**src/rtl/chan_arb_pkg.sv**
```systemverilog
// Shared types and helpers for the channel stream arbiter.
// Optional source tagging is enabled by defining CHAN_ARB_TAG_EN.
package chan_arb_pkg;

   localparam int unsigned CHAN_DATA_W    = 64;
   localparam int unsigned CHAN_MAX_BURST = 16;
   localparam int unsigned RR_MAX_REQ     = 32;
   localparam int unsigned RR_IDX_W       = 5;
   localparam int unsigned RR_PTR_W       = RR_IDX_W + 1;

   typedef enum logic [0:0] {
      ARB_IDLE  = 1'b0,
      ARB_BURST = 1'b1
   } arb_state_t;

   // First set bit of valid at or after ptr, wrapping at num_req; the lowest offset wins.
   function automatic logic [RR_PTR_W-1:0] rr_pick(
      input logic [RR_MAX_REQ-1:0] valid,
      input logic [RR_PTR_W-1:0]   ptr,
      input logic [RR_PTR_W-1:0]   num_req
   );
      logic [RR_PTR_W-1:0] off;
      logic [RR_PTR_W-1:0] idx;
      logic [RR_PTR_W-1:0] pick;
      pick = ptr;
      for (int unsigned k = 0; k < RR_MAX_REQ; k++) begin
         off = RR_PTR_W'(RR_MAX_REQ - 1 - k);
         idx = ptr + off;
         if (idx >= num_req) idx = idx - num_req;
         if ((off < num_req) && valid[idx[RR_IDX_W-1:0]]) pick = idx;
      end
      return pick;
   endfunction

endpackage

```
**src/rtl/chan_stream_arbiter_skid.sv**
```systemverilog
// Two-entry registered FIFO decoupling downstream ready from the producers.
// Module name chan_skid_buf; width W covers data plus optional source id.
module chan_skid_buf
   import chan_arb_pkg::*;
#(
   parameter int unsigned W = CHAN_DATA_W
) (
   input  logic         clk,
   input  logic         reset,
   input  logic         in_valid,
   input  logic [W-1:0] in_data,
   output logic         in_ready,
   output logic         out_valid,
   output logic [W-1:0] out_data,
   input  logic         out_ready
);

   logic [1:0][W-1:0] mem_q, mem_d;
   logic              rd_ptr_q, rd_ptr_d;
   logic              wr_ptr_q, wr_ptr_d;
   logic [1:0]        count_q, count_d;
   logic              push, pop;

   assign in_ready  = (count_q != 2'd2);
   assign out_valid = (count_q != 2'd0);
   assign out_data  = mem_q[rd_ptr_q];

   always_comb begin
      mem_d    = mem_q;
      rd_ptr_d = rd_ptr_q;
      wr_ptr_d = wr_ptr_q;
      push     = in_valid & in_ready;
      pop      = out_valid & out_ready;
      if (push) begin
         mem_d[wr_ptr_q] = in_data;
         wr_ptr_d        = ~wr_ptr_q;
      end
      if (pop) rd_ptr_d = ~rd_ptr_q;
      count_d = count_q + 2'(push) - 2'(pop);
   end

   always_ff @(posedge clk or posedge reset) begin
      if (reset) begin
         mem_q    <= '0;
         rd_ptr_q <= 1'b0;
         wr_ptr_q <= 1'b0;
         count_q  <= 2'd0;
      end else begin
         mem_q    <= mem_d;
         rd_ptr_q <= rd_ptr_d;
         wr_ptr_q <= wr_ptr_d;
         count_q  <= count_d;
      end
   end

endmodule

```
**src/rtl/chan_stream_arbiter.sv**
```systemverilog
// Round-robin burst arbiter sharing one Avalon-ST channel sink among NUM_REQ producers.
// Define CHAN_ARB_TAG_EN to add the out_chan source-id port.
module chan_stream_arbiter
   import chan_arb_pkg::*;
#(
   parameter  int unsigned NUM_REQ   = 4,
   parameter  int unsigned DATA_W    = CHAN_DATA_W,
   parameter  int unsigned MAX_BURST = CHAN_MAX_BURST,
   localparam int unsigned ID_W      = $clog2(NUM_REQ)
) (
   input  logic                      clk,
   input  logic                      reset,
   input  logic [NUM_REQ*DATA_W-1:0] in_data,
   input  logic [NUM_REQ-1:0]        in_valid,
   output logic [NUM_REQ-1:0]        in_ready,
   output logic [DATA_W-1:0]         out_data,
   output logic                      out_valid,
`ifdef CHAN_ARB_TAG_EN
   output logic [ID_W-1:0]           out_chan,
`endif
   input  logic                      out_ready
);

   localparam int unsigned CNT_W = $clog2(MAX_BURST + 1);
`ifdef CHAN_ARB_TAG_EN
   localparam int unsigned SKID_W = ID_W + DATA_W;
`else
   localparam int unsigned SKID_W = DATA_W;
`endif

   arb_state_t        state_q, state_d;
   logic [ID_W-1:0]   gnt_q, gnt_d;
   logic [ID_W-1:0]   rr_ptr_q, rr_ptr_d;
   logic [ID_W-1:0]   gnt_next;
   logic [CNT_W-1:0]  beat_cnt_q, beat_cnt_d;
   logic              skid_ready;
   logic              push;
   logic              gnt_valid;
   logic [DATA_W-1:0] gnt_data;
   logic [SKID_W-1:0] push_word;
   logic [SKID_W-1:0] pop_word;

   assign gnt_valid = in_valid[gnt_q];
   assign gnt_data  = in_data[gnt_q*DATA_W +: DATA_W];
   assign gnt_next  = (gnt_q == ID_W'(NUM_REQ - 1)) ? '0 : gnt_q + ID_W'(1);

   // Next-state, grant and per-requester ready; in_ready never looks at out_ready.
   always_comb begin
      state_d    = state_q;
      gnt_d      = gnt_q;
      rr_ptr_d   = rr_ptr_q;
      beat_cnt_d = beat_cnt_q;
      in_ready   = '0;
      push       = 1'b0;
      case (state_q)
         ARB_IDLE: begin
            if (|in_valid) begin
               gnt_d      = ID_W'(rr_pick(RR_MAX_REQ'(in_valid), RR_PTR_W'(rr_ptr_q),
                                          RR_PTR_W'(NUM_REQ)));
               beat_cnt_d = '0;
               state_d    = ARB_BURST;
            end
         end
         ARB_BURST: begin
            in_ready[gnt_q] = skid_ready;
            if (!gnt_valid) begin
               state_d    = ARB_IDLE;
               rr_ptr_d   = gnt_next;
               beat_cnt_d = '0;
            end else if (skid_ready) begin
               push = 1'b1;
               if (beat_cnt_q == CNT_W'(MAX_BURST - 1)) begin
                  state_d    = ARB_IDLE;
                  rr_ptr_d   = gnt_next;
                  beat_cnt_d = '0;
               end else begin
                  beat_cnt_d = beat_cnt_q + CNT_W'(1);
               end
            end
         end
         default: state_d = ARB_IDLE;
      endcase
   end

   always_ff @(posedge clk or posedge reset) begin
      if (reset) begin
         state_q    <= ARB_IDLE;
         gnt_q      <= '0;
         rr_ptr_q   <= '0;
         beat_cnt_q <= '0;
      end else begin
         state_q    <= state_d;
         gnt_q      <= gnt_d;
         rr_ptr_q   <= rr_ptr_d;
         beat_cnt_q <= beat_cnt_d;
      end
   end

`ifdef CHAN_ARB_TAG_EN
   assign push_word            = {gnt_q, gnt_data};
   assign {out_chan, out_data} = pop_word;
`else
   assign push_word = gnt_data;
   assign out_data  = pop_word;
`endif

   chan_skid_buf #(
      .W (SKID_W)
   ) u_skid (
      .clk       (clk),
      .reset     (reset),
      .in_valid  (push),
      .in_data   (push_word),
      .in_ready  (skid_ready),
      .out_valid (out_valid),
      .out_data  (pop_word),
      .out_ready (out_ready)
   );

endmodule

```
**config.mk**
```make
export PLATFORM = sky130hd
export DESIGN_NAME = chan_stream_arbiter
export DESIGN_NICKNAME = d
export VERILOG_FILES = /design/src/rtl/chan_arb_pkg.sv /design/src/rtl/chan_stream_arbiter_skid.sv /design/src/rtl/chan_stream_arbiter.sv
export SDC_FILE = /design/constraint.sdc
export NUM_CORES = 1
export LEC_CHECK = 0
export CORE_MARGIN = 2
export CORE_UTILIZATION = 41
export CTS_BUF_LIST = sky130_fd_sc_hd__clkbuf_4
export DETAILED_ROUTE_END_ITERATION = 8
export HOLD_SLACK_MARGIN = 0.08
export MAX_ROUTING_LAYER = met4
export PLACE_DENSITY = 0.84
export SLEW_MARGIN = 20
export SYNTH_ARGS = -nofsm -noshare
export SYNTH_HDL_FRONTEND = slang
export SYNTH_SLANG_ARGS = --single-unit
```
**constraint.sdc**
```tcl
create_clock -name clk -period 5.3 [get_ports clk]
set_clock_uncertainty 0.2 [all_clocks]
set_input_delay 1.06 -clock clk [delete_from_list [all_inputs] [get_ports clk]]
set_output_delay 1.06 -clock clk [all_outputs]
set_load 0.01 [all_outputs]
```
-- After elaboration in Yosys (flattened, before gate mapping)
Index checks and enable logic that the tools add are counted.
- add/subtract/negate cells: 11
- $lt $le $gt $ge: 13
- equality and inequality tests: 7
- shifts and indexed selects: 1
- muxes and demuxes: 51
- bitwise logic cells: 6
- reductions and logical operators: 7
- operators with widths (operator ; number):
    variable part select 256 x 9 -> 64 bit ; 1
    two-way mux 64 bit ; 3
    bitwise mux 128 bit ; 1
    two-way mux 5 bit ; 16
    demux 64 bit (select 1 bit) ; 1
    less-than comparator 5 x 6 -> 1 bit, second input constant ; 4
    binary-select mux 1 bit (select 5 bit) ; 4
    two-way mux 2 bit ; 8
    two-way mux 1 bit ; 13
    subtractor 3 x 3 -> 4 bit, second input constant ; 3
    case mux 5 bit (2 select lines) ; 1
    >= comparator 3 bit, second input constant ; 3
    adder 2 x 2 -> 3 bit, second input constant ; 2
    != test 2 bit, second input constant ; 3
    adder 5 x 1 -> 5 bit, second input constant ; 1
    == test 5 x 4 -> 1 bit, second input constant ; 1
    bitwise AND 4 bit ; 1
    less-than comparator 1 x 2 -> 1 bit, second input constant ; 2
    two-way mux 4 bit ; 1
    AND reduction 2 bit ; 2
    OR reduction 4 bit ; 1
    subtractor 2 x 3 -> 4 bit, second input constant ; 1
    adder 2 x 1 -> 3 bit, second input constant ; 1
    >= comparator 2 x 3 -> 1 bit, second input constant ; 1
    17 further kinds ; 21
- register bits: 142
- input port bits: 263
- output and inout bits: 69

-- Depth between registers and ports, before layout
- word-level depth: 11
- depth in mapped cells: 9
- mapped depth without buffers: 7

-- Modules after synthesis
From an unflattened synthesis, not the netlist that was laid out.
- cell total of the unflattened synthesis: 533
- area, all modules: 8474.4 µm²
- modules (own cells, without submodules) (module ; instances ; cells each ; area each (µm²) ; sequential area each (µm²)):
    chan_skid_buf ; 1 ; 360 ; 6063.3 ; 3303.2
    chan_stream_arbiter ; 1 ; 173 ; 2411.1 ; 250.2

-- Worst setup path after synthesis
OpenSTA, ideal clock, no wires.
- path kind: register to output
- start point: register gnt_q[1]
- end point: output in_ready[0]
- arrival time: 1.518 ns
- data required time: 4.040 ns
- setup slack: 2.522 ns
- stages on the path, launching flop included: 6
- path buffers: 2
- cells stage by stage: dfrtp_1 buf_1 clkbuf_1 inv_1 ha_1 and3_1
- longest elaborated chain between the ends: 6
- elaborated cells between the ends (all ways): 7
- classes of those cells: order compare (2); mux (3); bitwise (1); reduce/logical (1)
- RTL lines (item ; RTL line ; text):
    start, declared ; chan_stream_arbiter.sv:32 ; logic [ID_W-1:0] gnt_q, gnt_d;
    start signal, assigned ; chan_stream_arbiter.sv:93 ; gnt_q <= gnt_d;
    less-than comparator 2 x 3 -> 1 bit (implied by the code) or >= comparator 2 x 1 -> 1 bit (tied branches) ; chan_stream_arbiter.sv:65 ; in_ready[gnt_q] = skid_ready;
    logical AND 1 bit (implied by the code) ; chan_stream_arbiter.sv:65 ;
    two-way mux 1 bit (implied by the code) ; chan_stream_arbiter.sv:65 ;
    demux 1 bit (select 2 bit) (*) ; chan_stream_arbiter.sv:65 ;
    bitwise AND 4 bit (no source line) (*) ; - ;
    two-way mux 4 bit (*) ; chan_stream_arbiter.sv:55 ; case (state_q)
    end, declared ; chan_stream_arbiter.sv:15 ; output logic [NUM_REQ-1:0] in_ready,
Mark *: on every way between the ends. The rest lies on a longest branch, timed or not.

-- Worst setup path in the final report
- start point: register u_skid.rd_ptr_q
- end point: output out_data[57]
- longest elaborated chain between the ends: 2
- RTL lines (item ; RTL line ; text):
    start, declared ; chan_stream_arbiter_skid.sv:19 ; logic rd_ptr_q, rd_ptr_d;
    start signal, assigned ; chan_stream_arbiter_skid.sv:50 ; rd_ptr_q <= rd_ptr_d;
    two-way mux 64 bit (implied by the code) (2 in series) ; chan_stream_arbiter_skid.sv:26 ; assign out_data = mem_q[rd_ptr_q];
    end, declared ; chan_stream_arbiter.sv:16 ; output logic [DATA_W-1:0] out_data,
Every way passes these cells. The select of a mux whose other input is x is not followed.

==> results.sh <==
export IMPL_dpl_cell_count=1105
export IMPL_cts_resized=0
export IMPL_synth_edf_count=0
export IMPL_slowest_delay_ps=910
export IMPL_crit_slowest_cell="dfrtp_2"
export IMPL_yosysWarnings=0
export IMPL_fin_crit_sh_pct=73.80
export IMPL_final_nets=1129
export IMPL_netlist_area_um2=8295
export IMPL_grt_usage_pct=21.06
export IMPL_path_clk_slew_ps=110
export IMPL_hold_violations=0
export IMPL_wl_per_cell_um=18.79
export IMPL_cap_viol_max_count=0
export IMPL_power_total_mw=7.066
export IMPL_tightest_slew_ps=812.5
export IMPL_avgSynthCellArea_um2=15.51
export IMPL_cts_buffers=17
export IMPL_n_fill_cell=1601
export IMPL_first_pass_iters=4
export IMPL_place_ws_ps=1360
export IMPL_clkSinkCount=142
export IMPL_placed_area_um2=11820
export IMPL_cts_hold_fix_buffers=0
export IMPL_grt_pass1_vias=6636
export IMPL_relSlewSlack_pct=45.83
export IMPL_crit_fanout=34
export IMPL_fin_tns_setup_ps=0
export IMPL_drtAntennaViolNets=0
export IMPL_drc=0
export IMPL_setup_violations=0
export IMPL_worstPathArrival_ps=2650
export IMPL_synth_top_area_share_pct=42.84
export IMPL_status="finished clean"
export IMPL_ys_ff_latch=142
export IMPL_die_w_um=146.2
export IMPL_powerDensity_nw_per_um2=578.5
export IMPL_postSynthCellCount=535
export IMPL_synth_main_ff_cell="dfrtp_1"
export IMPL_area_growth_pct=47.24
export IMPL_path_cells="buf_12, mux2_2, clkdlybuf4s50_1"
export IMPL_tritoncts="built"
export IMPL_initialDrtViolationCount=181
export IMPL_cts_buffer_depth=2
export IMPL_syn_nets=810
export IMPL_crit_required_ps=4040
export IMPL_worst_setup_path_start_kind="flip-flop"
export IMPL_vias_per_cell=5.215
export IMPL_routed_wl_um=21360
export IMPL_portBuffers=331
export IMPL_post_route_min_period_ps=3911
export IMPL_synth_area_leader_cell="dfrtp_1"
export IMPL_clock_latency_ps=520
export IMPL_die_h_um=146.2
export IMPL_fmax_ghz=0.2557
export IMPL_cts_max_level=4
export IMPL_critical_path_class="reg -> out"
export IMPL_hold_path_class="reg -> reg"
export IMPL_drive_gt1_share_pct=34.41
export IMPL_fin_area_um2=12210
export IMPL_critical_path_buf_inv_count=2
export IMPL_multiInputGateArea_um2=4488
export IMPL_rows=52
export IMPL_start_util_pct=41.40
export IMPL_grt_pass1_wl_um=34620
export IMPL_end_kind="output port"
export IMPL_stdcell_count=1137
export IMPL_dpl_hpwl_um=16080
export IMPL_cts_setup_buffers=0
export IMPL_dr_wl_met2_um=10940
export IMPL_yosysMostFrequentCell="dfrtp_1"
export IMPL_crit_family="flip-flops"
export IMPL_antenna_found_initial=1
export IMPL_synth_distinct_cells=42
export IMPL_seq_area_um2=3560
export IMPL_final_max_slew_viol_count=0
export IMPL_globalplace_congestion=0.7927
export IMPL_synthArstFlopShare_pct=100.0
export IMPL_core_area_um2=20040
export IMPL_die_area_um2=21390
export IMPL_synth_common_cells="142 x dfrtp_1, 137 x mux2_2, 65 x mux4_2"
export IMPL_ys_seq_area_share_pct=42.84
export IMPL_rsz0062_at_grt="no"
export IMPL_power_leakage_nw=5.034
export IMPL_dr_max_layer_used="met4"
export IMPL_wl_met3_um=1193
export IMPL_grt_overflow=0
export IMPL_num_io_pins=332
export IMPL_synth_area_top_cells="dfrtp_1 43%, mux2_2 19%, mux4_2 18%, mux2_4 8.9%, ha_1 1.8%"
export IMPL_cts_root_buf="clkbuf_4"
export IMPL_grt_max_degree=89
export IMPL_peakVddDrop_v=0.0003864
export IMPL_wirelength_met1_um=8642
export IMPL_vias=5929
export IMPL_setup_ws_ps=1389
-- final cells by class --
cell class | count | share of cell area (%)
multi-input combinational | 345 | 36.74
tap | 270 | 2.766
clock buffer | 20 | 1.229
timing repair buffer | 339 | 27.82
clock inverter | 11 | 1.957
antenna | 1 | 0.02049
sequential | 142 | 29.14
inverter | 9 | 0.3176
-- kinds of logic after synthesis --
logic type	synth area share [%]
compound gates	2.610
flops	42.84
buf+inv	3.122
simple gates	1.976
fa+ha+maj	1.810
xor+xnor	0.3168
mux	47.33
-- power by group --
part	internal (mW)	switching (mW)
clock network	0.530	0.377
registers	1.64	0.462
logic	2.56	1.49
-- worst paths after layout --
check | depth (start not counted) | end | start | slack [ps]
worst max-delay path | 3 | out_data[57] | u_skid.rd_ptr_q | 1390
worst min-delay path | 1 | u_skid.mem_q[102] | u_skid.mem_q[102] | 300
worst max register to register | 5 | u_skid.mem_q[42] | gnt_q[0] | 1960
worst min register to register | 1 | u_skid.mem_q[102] | u_skid.mem_q[102] | 300
max in group asynchronous | 3 | gnt_q[0] | reset | 3160
min in group asynchronous | 2 | u_skid.mem_q[18] | reset | 850
-- sequential cells by signal, summed over array words and instances, names as in the netlist --
register	cells
state_q	1
beat_cnt_q	5
u_skid.count_q	2
u_skid.mem_q	128
rr_ptr_q	2
gnt_q	2
u_skid.rd_ptr_q	1
u_skid.wr_ptr_q	1
-- cells in the final DEF, fill, tap and decap left out, types with 2 or more instances in the layout --
cell,n
a21boi_0,3
a21oi_1,4
a22o_1,3
and2_1,2
and3_1,4
buf_12,2
buf_4,6
bufinv_16,7
clkbuf_4,20
clkdlybuf4s50_1,331
clkinv_4,2
dfrtp_1,139
dfrtp_2,2
ha_1,12
inv_1,8
mux2_1,11
mux2_2,137
mux2_4,49
mux2i_1,6
mux4_2,65
nand2_1,9
nand3_1,3
nor2_1,2
nor2b_1,3
nor4_1,2
o211ai_1,2
o21ai_0,8
o31ai_1,2
xnor2_1,2
-- metrics by stage --
step                hold WS [ps]  utilization (%)
finish                     295.2            60.95
global route               311.4            60.95
CTS                        301.2            60.94
detailed placement         275.2            59.00
global placement           268.0            59.00
floorplan                  258.5                -
-- per-layer routing --
layer | GRT usage (%) | up-vias
li1 | - | 2695
met5 | - | -
met2 | 35.35 | 202
met3 | 4.813 | 41
met4 | 7.961 | 0
met1 | 24.85 | 2991
(Power assumes the default switching activity.)
